<file path="src/rtl/fetch_queue_if.sv">
// Decode-side handshake bundle of the instruction fetch queue.
// master: queue drives head entry + valid; slave: decode drives ready.
interface fetch_queue_if;
   logic        dec_valid;
   logic        dec_ready;
   logic [31:0] dec_pc;
   logic [31:0] dec_instr;
   logic        dec_pred_taken;
   logic [31:0] dec_pred_target;

   modport master (
      output dec_valid,
      output dec_pc,
      output dec_instr,
      output dec_pred_taken,
      output dec_pred_target,
      input  dec_ready
   );

   modport slave (
      input  dec_valid,
      input  dec_pc,
      input  dec_instr,
      input  dec_pred_taken,
      input  dec_pred_target,
      output dec_ready
   );
endinterface

</file>
<file path="src/rtl/fetch_queue.sv">
// Instruction fetch queue: request/response capture into an FWFT FIFO.
// Ports: clk/rst, fetch_* + imem_rdata in, flush in, stall/count out, dec (master).
module fetch_queue #(
   parameter int DEPTH = 4
) (
   input  logic                       clk,
   input  logic                       rst,
   input  logic                       fetch_valid,
   input  logic [31:0]                fetch_pc,
   input  logic                       fetch_pred_taken,
   input  logic [31:0]                fetch_pred_target,
   input  logic [31:0]                imem_rdata,
   input  logic                       flush,
   output logic                       stall,
   output logic [$clog2(DEPTH):0]     count,
   fetch_queue_if.master              dec
);

   localparam int PW = $clog2(DEPTH);
   localparam int CW = PW + 1;

   logic          req_v;
   logic [31:0]   req_pc;
   logic          req_pt;
   logic [31:0]   req_tgt;

   logic [PW-1:0] head;
   logic [PW-1:0] tail;

   logic [31:0]   pc_q    [DEPTH];
   logic [31:0]   instr_q [DEPTH];
   logic          pt_q    [DEPTH];
   logic [31:0]   tgt_q   [DEPTH];

   logic          push;
   logic          pop;
   logic [CW:0]   occ;

   assign push = req_v && !flush;
   assign pop  = dec.dec_valid && dec.dec_ready && !flush;

   // An outstanding request reserves a slot, so stall depends on
   // registers only and never on dec_ready.
   assign occ   = {1'b0, count} + {{CW{1'b0}}, req_v};
   assign stall = occ >= (CW+1)'(DEPTH);

   assign dec.dec_valid       = count != '0;
   assign dec.dec_pc          = pc_q[head];
   assign dec.dec_instr       = instr_q[head];
   assign dec.dec_pred_taken  = pt_q[head];
   assign dec.dec_pred_target = tgt_q[head];

   always_ff @(posedge clk or posedge rst) begin
      if (rst) begin
         req_v   <= 1'b0;
         req_pc  <= '0;
         req_pt  <= 1'b0;
         req_tgt <= '0;
      end else begin
         // A fetch issued alongside flush is wrong-path.
         req_v <= fetch_valid && !flush;
         if (fetch_valid && !flush) begin
            req_pc  <= fetch_pc;
            req_pt  <= fetch_pred_taken;
            req_tgt <= fetch_pred_target;
         end
      end
   end

   always_ff @(posedge clk) begin
      if (push) begin
         pc_q[tail]    <= req_pc;
         instr_q[tail] <= imem_rdata;
         pt_q[tail]    <= req_pt;
         tgt_q[tail]   <= req_tgt;
      end
   end

   always_ff @(posedge clk or posedge rst) begin
      if (rst) begin
         head  <= '0;
         tail  <= '0;
         count <= '0;
      end else if (flush) begin
         head  <= '0;
         tail  <= '0;
         count <= '0;
      end else begin
         if (push)
            tail <= tail + PW'(1);
         if (pop)
            head <= head + PW'(1);
         unique case ({push, pop})
            2'b10:   count <= count + CW'(1);
            2'b01:   count <= count - CW'(1);
            default: count <= count;
         endcase
      end
   end

endmodule

</file>
<file path="src/flat_wrapper.sv">
// flat-port wrapper written by rule: the top's interface ports become plain ports
module fetch_queue_flat 
#(
   parameter int DEPTH = 4
)
  (clk, rst, fetch_valid, fetch_pc, fetch_pred_taken, fetch_pred_target, imem_rdata, flush, stall, count, dec_dec_valid, dec_dec_pc, dec_dec_instr, dec_dec_pred_taken, dec_dec_pred_target, dec_dec_ready);
  fetch_queue_if dec_i ();
  input  logic clk;
  input  logic rst;
  input  logic fetch_valid;
  input  logic [31:0] fetch_pc;
  input  logic fetch_pred_taken;
  input  logic [31:0] fetch_pred_target;
  input  logic [31:0] imem_rdata;
  input  logic flush;
  output logic stall;
  output logic [$clog2(DEPTH):0] count;
  output wire logic [$bits(dec_i.dec_valid)-1:0] dec_dec_valid;
  output wire logic [$bits(dec_i.dec_pc)-1:0] dec_dec_pc;
  output wire logic [$bits(dec_i.dec_instr)-1:0] dec_dec_instr;
  output wire logic [$bits(dec_i.dec_pred_taken)-1:0] dec_dec_pred_taken;
  output wire logic [$bits(dec_i.dec_pred_target)-1:0] dec_dec_pred_target;
  input wire logic [$bits(dec_i.dec_ready)-1:0] dec_dec_ready;
  assign dec_dec_valid = dec_i.dec_valid;
  assign dec_dec_pc = dec_i.dec_pc;
  assign dec_dec_instr = dec_i.dec_instr;
  assign dec_dec_pred_taken = dec_i.dec_pred_taken;
  assign dec_dec_pred_target = dec_i.dec_pred_target;
  assign dec_i.dec_ready = dec_dec_ready;
  fetch_queue #(.DEPTH(DEPTH)) u_core (.clk(clk), .rst(rst), .fetch_valid(fetch_valid), .fetch_pc(fetch_pc), .fetch_pred_taken(fetch_pred_taken), .fetch_pred_target(fetch_pred_target), .imem_rdata(imem_rdata), .flush(flush), .stall(stall), .count(count), .dec(dec_i));
endmodule
</file>
<file path="config.mk">
export PLATFORM = sky130hd
export DESIGN_NAME = fetch_queue_flat
export DESIGN_NICKNAME = d
export VERILOG_FILES = /design/src/rtl/fetch_queue_if.sv /design/src/rtl/fetch_queue.sv /design/src/flat_wrapper.sv
export SDC_FILE = /design/constraint.sdc
export NUM_CORES = 1
export LEC_CHECK = 0
export BUFFER_PORTS_ARGS = -buffer_cell sky130_fd_sc_hd__buf_4
export CAP_MARGIN = 15
export CORE_MARGIN = 2
export CORE_UTILIZATION = 45
export CTS_CLUSTER_SIZE = 30
export DETAILED_ROUTE_END_ITERATION = 10
export PLACE_DENSITY = 0.61
export REMOVE_ABC_BUFFERS = 1
export SYNTH_ARGS = -nofsm -noshare
export SYNTH_HDL_FRONTEND = slang
export SYNTH_SLANG_ARGS = --single-unit
</file>
<file path="constraint.sdc">
create_clock -name clk -period 5.3 [get_ports clk]
set_input_delay 0.265 -clock clk [delete_from_list [all_inputs] [get_ports clk]]
set_output_delay 0.265 -clock clk [all_outputs]
set_load 0.005 [all_outputs]
</file>
## Yosys cells after proc, flatten, opt, wreduce, memory -nomap -nowiden

Memories as Yosys holds them, arrays and structs flattened.
Cells that the tools add are included.

| word-level totals | value |
|---|---|
| flip-flop bits (word level) | 73 |
| memory bits (writable) | 388 |
| bits of input ports | 102 |
| output and inout bits | 102 |
| logic and storage cells | 36 |
| memories kept | 4 |

| cells by class | value |
|---|---|
| add/subtract/negate cells | 5 |
| $lt $le $gt $ge | 1 |
| equality and inequality tests | 2 |
| mux-type cells | 8 |
| reductions and logical operators | 9 |

Memories:

| memory | depth | bits a word | read ports | clocked after memory_dff | write ports | RTL line | RTL |
|---|---|---|---|---|---|---|---|
| u_core.instr_q | 4 | 32 | 1 | 0 | 1 | fetch_queue.sv:31 | `logic [31:0] instr_q [DEPTH];` |
| u_core.pc_q | 4 | 32 | 1 | 0 | 1 | fetch_queue.sv:30 | `logic [31:0] pc_q [DEPTH];` |
| u_core.tgt_q | 4 | 32 | 1 | 0 | 1 | fetch_queue.sv:33 | `logic [31:0] tgt_q [DEPTH];` |
| u_core.pt_q | 4 | 1 | 1 | 0 | 1 | fetch_queue.sv:32 | `logic pt_q [DEPTH];` |

Operators with widths:

| cell | count |
|---|---|
| $mux W2 | 4 |
| $pmux W3 S2 | 1 |
| $reduce_bool A3 Y1 | 2 |
| $add A2 B1 Y2 const B | 2 |
| $add A3 B1 Y4 | 1 |
| $ge A4 B3 Y1 const B | 1 |
| $logic_and A1 B1 Y1 | 4 |
| $reduce_bool A2 Y1 | 2 |
| $add A3 B1 Y3 const B | 1 |
| $mux W3 | 1 |
| $sub A3 B1 Y3 const B | 1 |
| $eq A2 B1 Y1 const B | 1 |
| $eq A2 B2 Y1 const B | 1 |
| $mux W1 | 2 |
| $logic_not A1 Y1 | 1 |

## Depth between registers and ports, before layout

Gate-level depths: netlist of the first run.

| depth | value |
|---|---|
| depth after elaboration | 6 |
| gate-level depth with buffers | 6 |
| mapped depth without buffers | 6 |

## Least setup slack after synthesis of the first run

Ideal clock, no wire load.

| path | value |
|---|---|
| kind | register to register |
| from | register u_core.req_v |
| to | memory u_core.instr_q[0][0] (enable) |
| setup time | 0.467 ns |
| arrival time | 3.026 ns |
| required time | 4.833 ns |
| path slack | 1.807 ns |
| cell stages (with the launch flop) | 4 |
| buffers on the path | 1 |
| clock period less this slack | 3.493 ns |
| path through | dfrtp_1 buf_2 nor2b_1 and2_1 |

| on the way | value |
|---|---|
| longest elaborated chain between the ends | 3 |

Ends and longest elaborated chain:

| element | RTL line | RTL |
|---|---|---|
| start: declaration | fetch_queue.sv:22 | `logic req_v;` |
| start signal: assignment | fetch_queue.sv:61 | `req_v <= fetch_valid && !flush;` |
| $logic_and A1 B1 Y1 | fetch_queue.sv:39 | `assign push = req_v && !flush;` |
| $mux W1 | fetch_queue.sv:71 | `if (push) begin` |
| $mux W1 (implied by the code) | fetch_queue.sv:73 | `instr_q[tail] <= imem_rdata;` |
| end: declaration | fetch_queue.sv:31 |  |

Every way passes these cells.

## Worst setup path in the final report of the first run

| path | value |
|---|---|
| from | register u_core.head[1] |
| to | output port dec_dec_pred_target[5] |

| on the way | value |
|---|---|
| longest elaborated chain between the ends | 1 |

Ends and longest elaborated chain:

| element | RTL line | RTL |
|---|---|---|
| start: declaration | fetch_queue.sv:27 | `logic [PW-1:0] head;` |
| start signal: assignment | fetch_queue.sv:92 | `head <= head + PW'(1);` |
| $mem_v2 Z4 W32 | n/a |  |
| end: declaration | flat_wrapper.sv:22 | `output wire logic [$bits(dec_i.dec_pred_target)-1:0] dec_dec_pred_target;` |

Every way passes these cells.

==> results.json, run 1 <==
{
  "period_share_pct": 58.7,
  "rows": 71,
  "drv_cap": 0,
  "final_util_pct": 57.6,
  "overflow": 0,
  "grt_pass1_vias": 8498,
  "antenna_left": 0,
  "placed_area_mm2": 0.0190,
  "p_leak_nw": 7.48,
  "die-area_mm2": 0.0392,
  "rsz0062_at_grt": "no",
  "async_flop_share_pct": 15.8,
  "drc": 0,
  "synthTopCellsByArea": "edfxtp_1 69%, mux4_2 13%, dfrtp_1 11%",
  "post-cts-setup-buffers": 0,
  "hold_buffers": 99,
  "switchingPower_mw": 2.10,
  "grt_pass1_wl_um": 50300,
  "n_fill_cell": 2773,
  "setup_viol": 0,
  "drt_first_pass_iters": 6,
  "cts_tree": "yes",
  "yosys.area.top_type_share_pct": 68.8,
  "worst_slew_pin_slew_ps": 1100,
  "core_area_mm2": 0.0373,
  "synthesis.area_mm2": 0.0169,
  "yosys_warnings": 0,
  "synth-seq-area-share_pct": 79.6,
  "vias_per_cell": 5.19,
  "holdWs_ps": 84.5,
  "clk_pin_slew_ps": 60,
  "drive_gt1_share_pct": 42.5,
  "final_hold_viol_count": 0,
  "synth_cell_types": 33,
  "final_nets": 1139,
  "cts_buffers": 47,
  "synth_edf_count": 388,
  "dp.cells": 1357,
  "clock_skew_ps": 8.10,
  "clk_latency_ps": 540,
  "critPathKind": "reg2out",
  "grt_usage_pct": 17.2,
  "post_drt_wl_per_cell_um": 21.5,
  "die_h_um": 198,
  "avgSynthCellArea_um2": 24.2,
  "finalPower_mw": 9.10,
  "yosys.area.top_type": "edfxtp_1",
  "critPathMaxFanout": 69,
  "slew_headroom_pct": 26.4,
  "initial_core_util_pct": 45.4,
  "switching_share_pct": 23.1,
  "place_ws_ps": 2640,
  "outcome": "finished clean",
  "min_period_ps": 3110,
  "p_seq_share_pct": 47.9,
  "syn_inst": 698,
  "required_ps": 5040,
  "synth_flop_cell": "edfxtp_1",
  "clock_power_share_pct": 35.1,
  "cts.path.max_buffers": 3,
  "comb_power_share_pct": 17.0,
  "slew_violations": 0,
  "antenna_found_initial": 2,
  "post_cts_resized": 0,
  "ys_seq_elements": 461,
  "routed_wl_um": 33200,
  "fmax_ghz": 0.322,
  "intPower_mw": 6.99,
  "drtIter0Drc": 636,
  "die_w_um": 198,
  "hpwl_um": 19400,
  "cp.arrival_ps": 2840,
  "critPathLaunchType": "flip-flop",
  "vdd_drop_max_mv": 0.240,
  "cp-end-kind": "primary output",
  "clock_sinks": 461,
  "numPortBuffers": 203,
  "final_area_mm2": 0.0215,
  "fin_cells": 1545,
  "hold_path_class": "in2reg",
  "vias": 8013,
  "ios": 204,
  "grt_max_degree": 70,
  "worst_slack_ps": 2190,
  "ctsHtreeMaxLevel": 2,
  "routabilityCongestion": 0.740,
  "fin_tns_setup_ps": 0,
  "clockRootBuffer": "clkbuf_16",
  "syn_to_final_growth_pct": 27.0,
  "powerDensity_mw_per_mm2": 423
}
-- synthesized netlist by cell type, types with 3 or more instances --
cell type  number
xnor2_1         3
inv_1           4
mux4_2         97
mux2_2         65
and2_1          4
buf_6           5
edfxtp_1      388
clkbuf_1        6
ha_1            4
dfrtp_1        73
buf_4           3
nor2_1          7
buf_2          15
-- routing by layer --
layer	vias up	part of all wire, %	track usage, %
met2	231	47	26.9
met4	2	1.4	3.90
met3	39	6.8	4.17
li1	3569	-	-
met1	4172	45	24.8
met5	-	0.039	0
-- logic make-up (layout without fill, tap and decap cells) --
logic type               count (synthesis)  after routing  synth area share, %
multiplexers                           163            163                 17.3
adder cells (fa/ha/maj)                  5              5                0.414
AO/OA/AOI/OAI                            9              9                0.414
AND/OR/NAND/NOR                         20             20                0.651
flip-flops                             461            461                 79.6
buffers and inverters                   35            407                 1.34
XOR/XNOR                                 5              5                0.259
other                                    0              1                    0
-- flip-flops by register name (all words and copies together), names as in the netlist --
register and count:
u_core.instr_q 128, u_core.pc_q 128, u_core.tgt_q 128, u_core.req_pc 32
u_core.req_tgt 32, u_core.pt_q 4, u_core.count 3, u_core.head 2
u_core.tail 2, u_core.req_pt 1, u_core.req_v 1
-- cell usage in the layout, fill, tap and decap left out, types with 3 or more instances in the layout --
cell,n
buf_4,215
clkinv_2,8
edfxtp_1,388
clkbuf_1,13
nor2_1,7
clkinv_1,7
inv_1,3
dlygate4sd3_1,99
mux4_2,97
mux2_2,65
and2_4,4
bufinv_16,3
clkbuf_8,4
clkbuf_16,49
dfrtp_1,71
xnor2_1,3
ha_1,4
-- critical path, cell delays in order (launching register included) --
cell	delay [ps]
dfrtp_4	1160
buf_4	540
mux4_2	420
buf_4	160
-- cell type report --
type	instances	area [um^2]	share of cell area (%)
Sequential cell	461	13500	62.7
Inverter	4	16.3	0.0757
Timing Repair Buffer	316	2650	12.3
Clock buffer	66	1330	6.19
Multi-Input combinational cell	202	3240	15.1
Clock inverter	21	184	0.856
Tap cell	474	593	2.76
Antenna cell	1	2.50	0.0116
-- final timing paths --
check	endpoint	depth (start not counted)	startpoint	slack (ps)
max in group asynchronous	u_core.req_tgt[13]	4	rst	4340
worst min register to register	u_core.tgt_q[1][5]	0	u_core.req_tgt[5]	510
worst max-delay path	dec_dec_pred_target[5]	3	u_core.head[1]	2190
min in group asynchronous	u_core.req_pc[13]	3	rst	250
worst max register to register	u_core.instr_q[3][11]	3	u_core.req_v	2700
worst min-delay path	u_core.count[1]	3	dec_dec_ready	80
-- power groups by stage --
stage	Clock [mW]	Sequential [mW]	Combinational, mW
6_report	3.19	4.36	1.55
5_1_grt	3.42	4.40	1.68
4_1_cts	3.28	4.37	1.59
3_5_place_dp	0	4.44	1.52
3_3_place_gp	0	4.43	1.52
2_1_floorplan	0	4.47	0.807
Note: power is estimated with default switching activity, not from simulation.
==> run 2, diff against run 1 <==
Clock period 5.3 ns to 3.1 ns, I/O delays scaled along.
==> results.json, run 2 (same netlist as run 1, synthesis figures left out) <==
{
  "vias_per_cell": 5.17,
  "rsz0062_at_grt": "no",
  "register_area_mm2": 0.0135,
  "final_hold_viol_count": 0,
  "ctsHtreeMaxLevel": 2,
  "vdd_drop_max_mv": 0.572,
  "drv_cap": 0,
  "die_h_um": 198,
  "syn_to_final_growth_pct": 28.3,
  "multiInputGateArea_mm2": 0.00324,
  "n_fill_cell": 2813,
  "switchingPower_mw": 3.56,
  "clock_power_share_pct": 35.9,
  "grt_pass1_wl_um": 50100,
  "fmax_ghz": 0.420,
  "cp.arrival_ps": 2230,
  "switching_share_pct": 22.6,
  "p_leak_nw": 7.56,
  "hold_path_class": "in2reg",
  "cp-end-kind": "primary output",
  "routabilityCongestion": 0.693,
  "clock_sinks": 461,
  "critical_path.startpoint": "u_core.head[0]",
  "layout_common_cells": "388 x edfxtp_1, 211 x buf_4, 100 x dlygate4sd3_1",
  "layout_commonest_cell": "edfxtp_1",
  "drtIter0Drc": 399,
  "top_regs": "u_core.instr_q x128, u_core.pc_q x128, u_core.tgt_q x128",
  "vias": 8030,
  "slew_headroom_pct": 52.2,
  "clockRootBuffer": "clkbuf_16",
  "place_ws_ps": 887,
  "grt_pass1_vias": 8536,
  "rows": 71,
  "initial_core_util_pct": 45.4,
  "critPathKind": "reg2out",
  "die_w_um": 198,
  "final_area_mm2": 0.0217,
  "clk_pin_slew_ps": 60,
  "antenna_found_initial": 3,
  "final_nets": 1146,
  "grt_usage_pct": 17.2,
  "cts_tree": "yes",
  "antenna_left": 0,
  "drc": 0,
  "hold_buffers": 100,
  "placed_area_mm2": 0.0192,
  "worst_slew_pin_slew_ps": 717,
  "routed_wl_um": 33000,
  "critPathLaunchType": "flip-flop",
  "die-area_mm2": 0.0392,
  "fin_tns_setup_ps": 0,
  "ios": 204,
  "period_share_pct": 76.8,
  "core_area_mm2": 0.0373,
  "slew_violations": 0,
  "overflow": 0,
  "grt_max_degree": 67,
  "numPortBuffers": 203,
  "setup_viol": 0,
  "worst_slack_ps": 719,
  "outcome": "finished clean",
  "required_ps": 2940,
  "post_drt_wl_per_cell_um": 21.3,
  "clk_latency_ps": 560,
  "hold_start": "fetch_valid",
  "cts.path.max_buffers": 3,
  "p_seq_share_pct": 46.4,
  "powerDensity_mw_per_mm2": 724,
  "post_cts_resized": 0,
  "drt_first_pass_iters": 4,
  "clock_skew_ps": 8.97,
  "comb_power_share_pct": 17.8,
  "post-cts-setup-buffers": 0,
  "cts_buffers": 47,
  "min_period_ps": 2380,
  "critPathMaxFanout": 59,
  "hpwl_um": 18500,
  "drive_gt1_share_pct": 42.4,
  "rr_startpoint": "u_core.req_v",
  "intPower_mw": 12.2
}
-- run 2: changes by cell type in the layout (fill, tap and decap cells not counted), sizes merged --
cell and change:
buf +6, bufinv +2, clkbuf +2, clkinv -1
clkinvlp -2, diode +2, dlygate4sd3 +1, inv -1
-- run 2: power by group through the flow --
stage                     Clock (mW)  Combinational, mW  Sequential [mW]
after floorplan                    0               1.33             7.63
after CTS                       5.78               2.89             7.29
after global placement             0               2.76             7.40
after detailed placement           0               2.77             7.42
final                           5.64               2.80             7.29
after global routing            6.01               3.04             7.33
-- run 2: routing by layer --
| metal | vias to the layer above | track usage (%) | part of all wire, % |
|---|---|---|---|
| met5 | - | 0 | 0 |
| met4 | 0 | 4.90 | 1.8 |
| met3 | 37 | 4.33 | 5.8 |
| met2 | 198 | 27.7 | 48 |
| met1 | 4202 | 23.4 | 44 |
| li1 | 3593 | - | - |
-- run 2: path summary, 6_finish.rpt --
kind / end / slack, ps / cells past startpoint
worst min register to register: u_core.pc_q[1][26] / 510 / 0
max in group asynchronous: u_core.head[1] / 2120 / 4
worst min-delay path: u_core.req_v / 170 / 3
worst max register to register: u_core.tgt_q[2][15] / 910 / 3
worst max-delay path: dec_dec_pred_target[26] / 720 / 3
min in group asynchronous: u_core.req_pc[27] / 240 / 3
-- run 2: cell type report --
class                      instances  share of cell area (%)
tap                              474                    2.73
clock buffer                      68                    6.20
multi-input combinational        202                    14.9
clock inverter                    19                   0.956
timing repair buffer             323                    13.0
antenna                            3                  0.0346
sequential                       461                    62.1
inverter                           4                  0.0749
-- run 2: stage by stage --
step | hold slack, ps | std cells | util, % | power [mW]
after floorplan | 218 | 667 | - | 8.96
after global placement | 290 | 1364 | 51.3 | 10.2
after detailed placement | 288 | 1364 | 51.3 | 10.2
after CTS | 149 | 1551 | 58.2 | 16.0
after global routing | 182 | 1554 | 58.2 | 16.4
final | 174 | 1554 | 58.2 | 15.7
-- run 2: critical path, stage by stage, from the launching register on --
cell	delay, ps
dfrtp_4	440
buf_12	410
mux4_2	590
buf_4	160
==> run 3, diff against run 2 <==
Clock period 3.1 ns to 2.4 ns, I/O delays scaled along.
==> results.json, run 3 (same netlist as run 1, synthesis figures left out) <==
{
  "worst_slew_pin_slew_ps": 488,
  "p_leak_nw": 7.60,
  "worst_slack_ps": 125,
  "maxUsedRoutingLayer": "met4",
  "top_regs": "u_core.instr_q x128, u_core.pc_q x128, u_core.tgt_q x128",
  "routed_wl_um": 32300,
  "cp-end-kind": "primary output",
  "post_drt_wl_per_cell_um": 20.8,
  "ctsHtreeMaxLevel": 2,
  "layout_common_cells": "388 x edfxtp_1, 209 x buf_4, 100 x dlygate4sd3_1",
  "layout_commonest_cell": "edfxtp_1",
  "slew_headroom_pct": 67.0,
  "routabilityCongestion": 0.687,
  "outcome": "finished clean",
  "grt_usage_pct": 16.7,
  "critPathLaunchType": "flip-flop",
  "antenna_left": 0,
  "final_nets": 1148,
  "final_area_mm2": 0.0218,
  "place_ws_ps": 434,
  "dp.cells": 1365,
  "numPortBuffers": 203,
  "core_area_mm2": 0.0373,
  "rsz0062_at_grt": "no",
  "ios": 204,
  "die_h_um": 198,
  "vias": 8087,
  "holdWs_ps": 162,
  "clock_sinks": 461,
  "final_hold_viol_count": 0,
  "die_w_um": 198,
  "vdd_drop_max_mv": 0.583,
  "vias_per_cell": 5.20,
  "drtIter0Drc": 465,
  "powerDensity_mw_per_mm2": 937,
  "hold_path_class": "in2reg",
  "clk_latency_ps": 540,
  "rows": 71,
  "placed_area_mm2": 0.0192,
  "required_ps": 2280,
  "fmax_ghz": 0.440,
  "setup_viol": 0,
  "fin_cells": 1555,
  "grt_pass1_wl_um": 49400,
  "cts_tree": "yes",
  "antenna_found_initial": 1,
  "drive_gt1_share_pct": 42.9,
  "overflow": 0,
  "drc": 0,
  "wl_met2_um": 15600,
  "grt_max_degree": 74,
  "slew_violations": 0,
  "clock_skew_ps": 10.7,
  "critPathMaxFanout": 16,
  "cts_buffers": 47,
  "initial_core_util_pct": 45.4,
  "wl_met1_um": 14300,
  "min_period_ps": 2270,
  "drv_cap": 0,
  "finalPower_mw": 20.4,
  "cts.path.max_buffers": 3,
  "hpwl_um": 17600,
  "clk_pin_slew_ps": 60,
  "grt_pass1_vias": 8608,
  "syn_to_final_growth_pct": 28.7,
  "clockRootBuffer": "clkbuf_16",
  "cp.arrival_ps": 2150,
  "dr_wl_met3_um": 2010,
  "drt_first_pass_iters": 5,
  "period_share_pct": 94.8,
  "critPathKind": "reg2out",
  "die-area_mm2": 0.0392
}
## run 3: changes by cell type in the layout (fill, tap and decap cells not counted)
cell / previous run / this run
buf_12: 12 / 16
diode_2: 3 / 2
clkinv_1: 10 / 12
clkbuf_1: 14 / 8
buf_4: 211 / 209
clkinv_2: 5 / 9
## run 3: report_power, final
| group | total [mW] | leakage [nW] | internal [mW] | switching, mW |
|---|---|---|---|---|
| registers | 9.43 | 4.37 | 9.14 | 0.288 |
| clock network | 7.24 | 0.770 | 4.40 | 2.84 |
| logic | 3.76 | 2.45 | 2.28 | 1.47 |
| total | 20.4 | 7.60 | 15.8 | 4.60 |
## run 3: worst paths after layout
path / depth (start not counted) / slack, ps / to / start
max: 4 / 130 / dec_dec_pred_target[2] / u_core.head[0]
min: 3 / 160 / u_core.req_v / fetch_valid
max reg2reg: 3 / 410 / u_core.pc_q[1][21] / u_core.req_v
min reg2reg: 0 / 500 / u_core.tgt_q[1][5] / u_core.req_tgt[5]
max in group asynchronous: 4 / 1760 / u_core.head[0] / rst
min in group asynchronous: 4 / 240 / u_core.req_tgt[14] / rst
## run 3: layout make-up
type / count / area, um^2
clock inverters: 25 / 235
diodes: 2 / 5.00
repair buffers: 325 / 2890
inverters: 4 / 16.3
clock buffers: 62 / 1330
fillers: 2825 / 15500
multi-input cells: 202 / 3240
well taps: 474 / 593
flip-flops and latches: 461 / 13500
## run 3: per-stage QoR
stage | setup TNS, ps | util [%]
after floorplan | -640380 | -
after global placement | 0 | 51.5
after detailed placement | 0 | 51.5
after CTS | 0 | 58.4
after global routing | 0 | 58.4
final | 0 | 58.4
## run 3: timing repair
item                                    in CTS  in global routing
endpoints found under the setup margin       0                  2
hold endpoints to repair                   273                  0
resized for setup                            0                  0
setup buffers                                0                  1
hold buffers                               100                  0
## run 3: routing by layer
metal / global-route usage, % / vias up
li1: - / 3602
met1: 23.4 / 4213
met2: 27.3 / 235
met3: 3.73 / 37
met4: 3.54 / 0
met5: 0 / -
## run 3: critical path, stage by stage, from the launching register on
cell and delay, ps:
dfrtp_4 480, buf_12 210, buf_4 200, mux4_2 550, buf_4 160
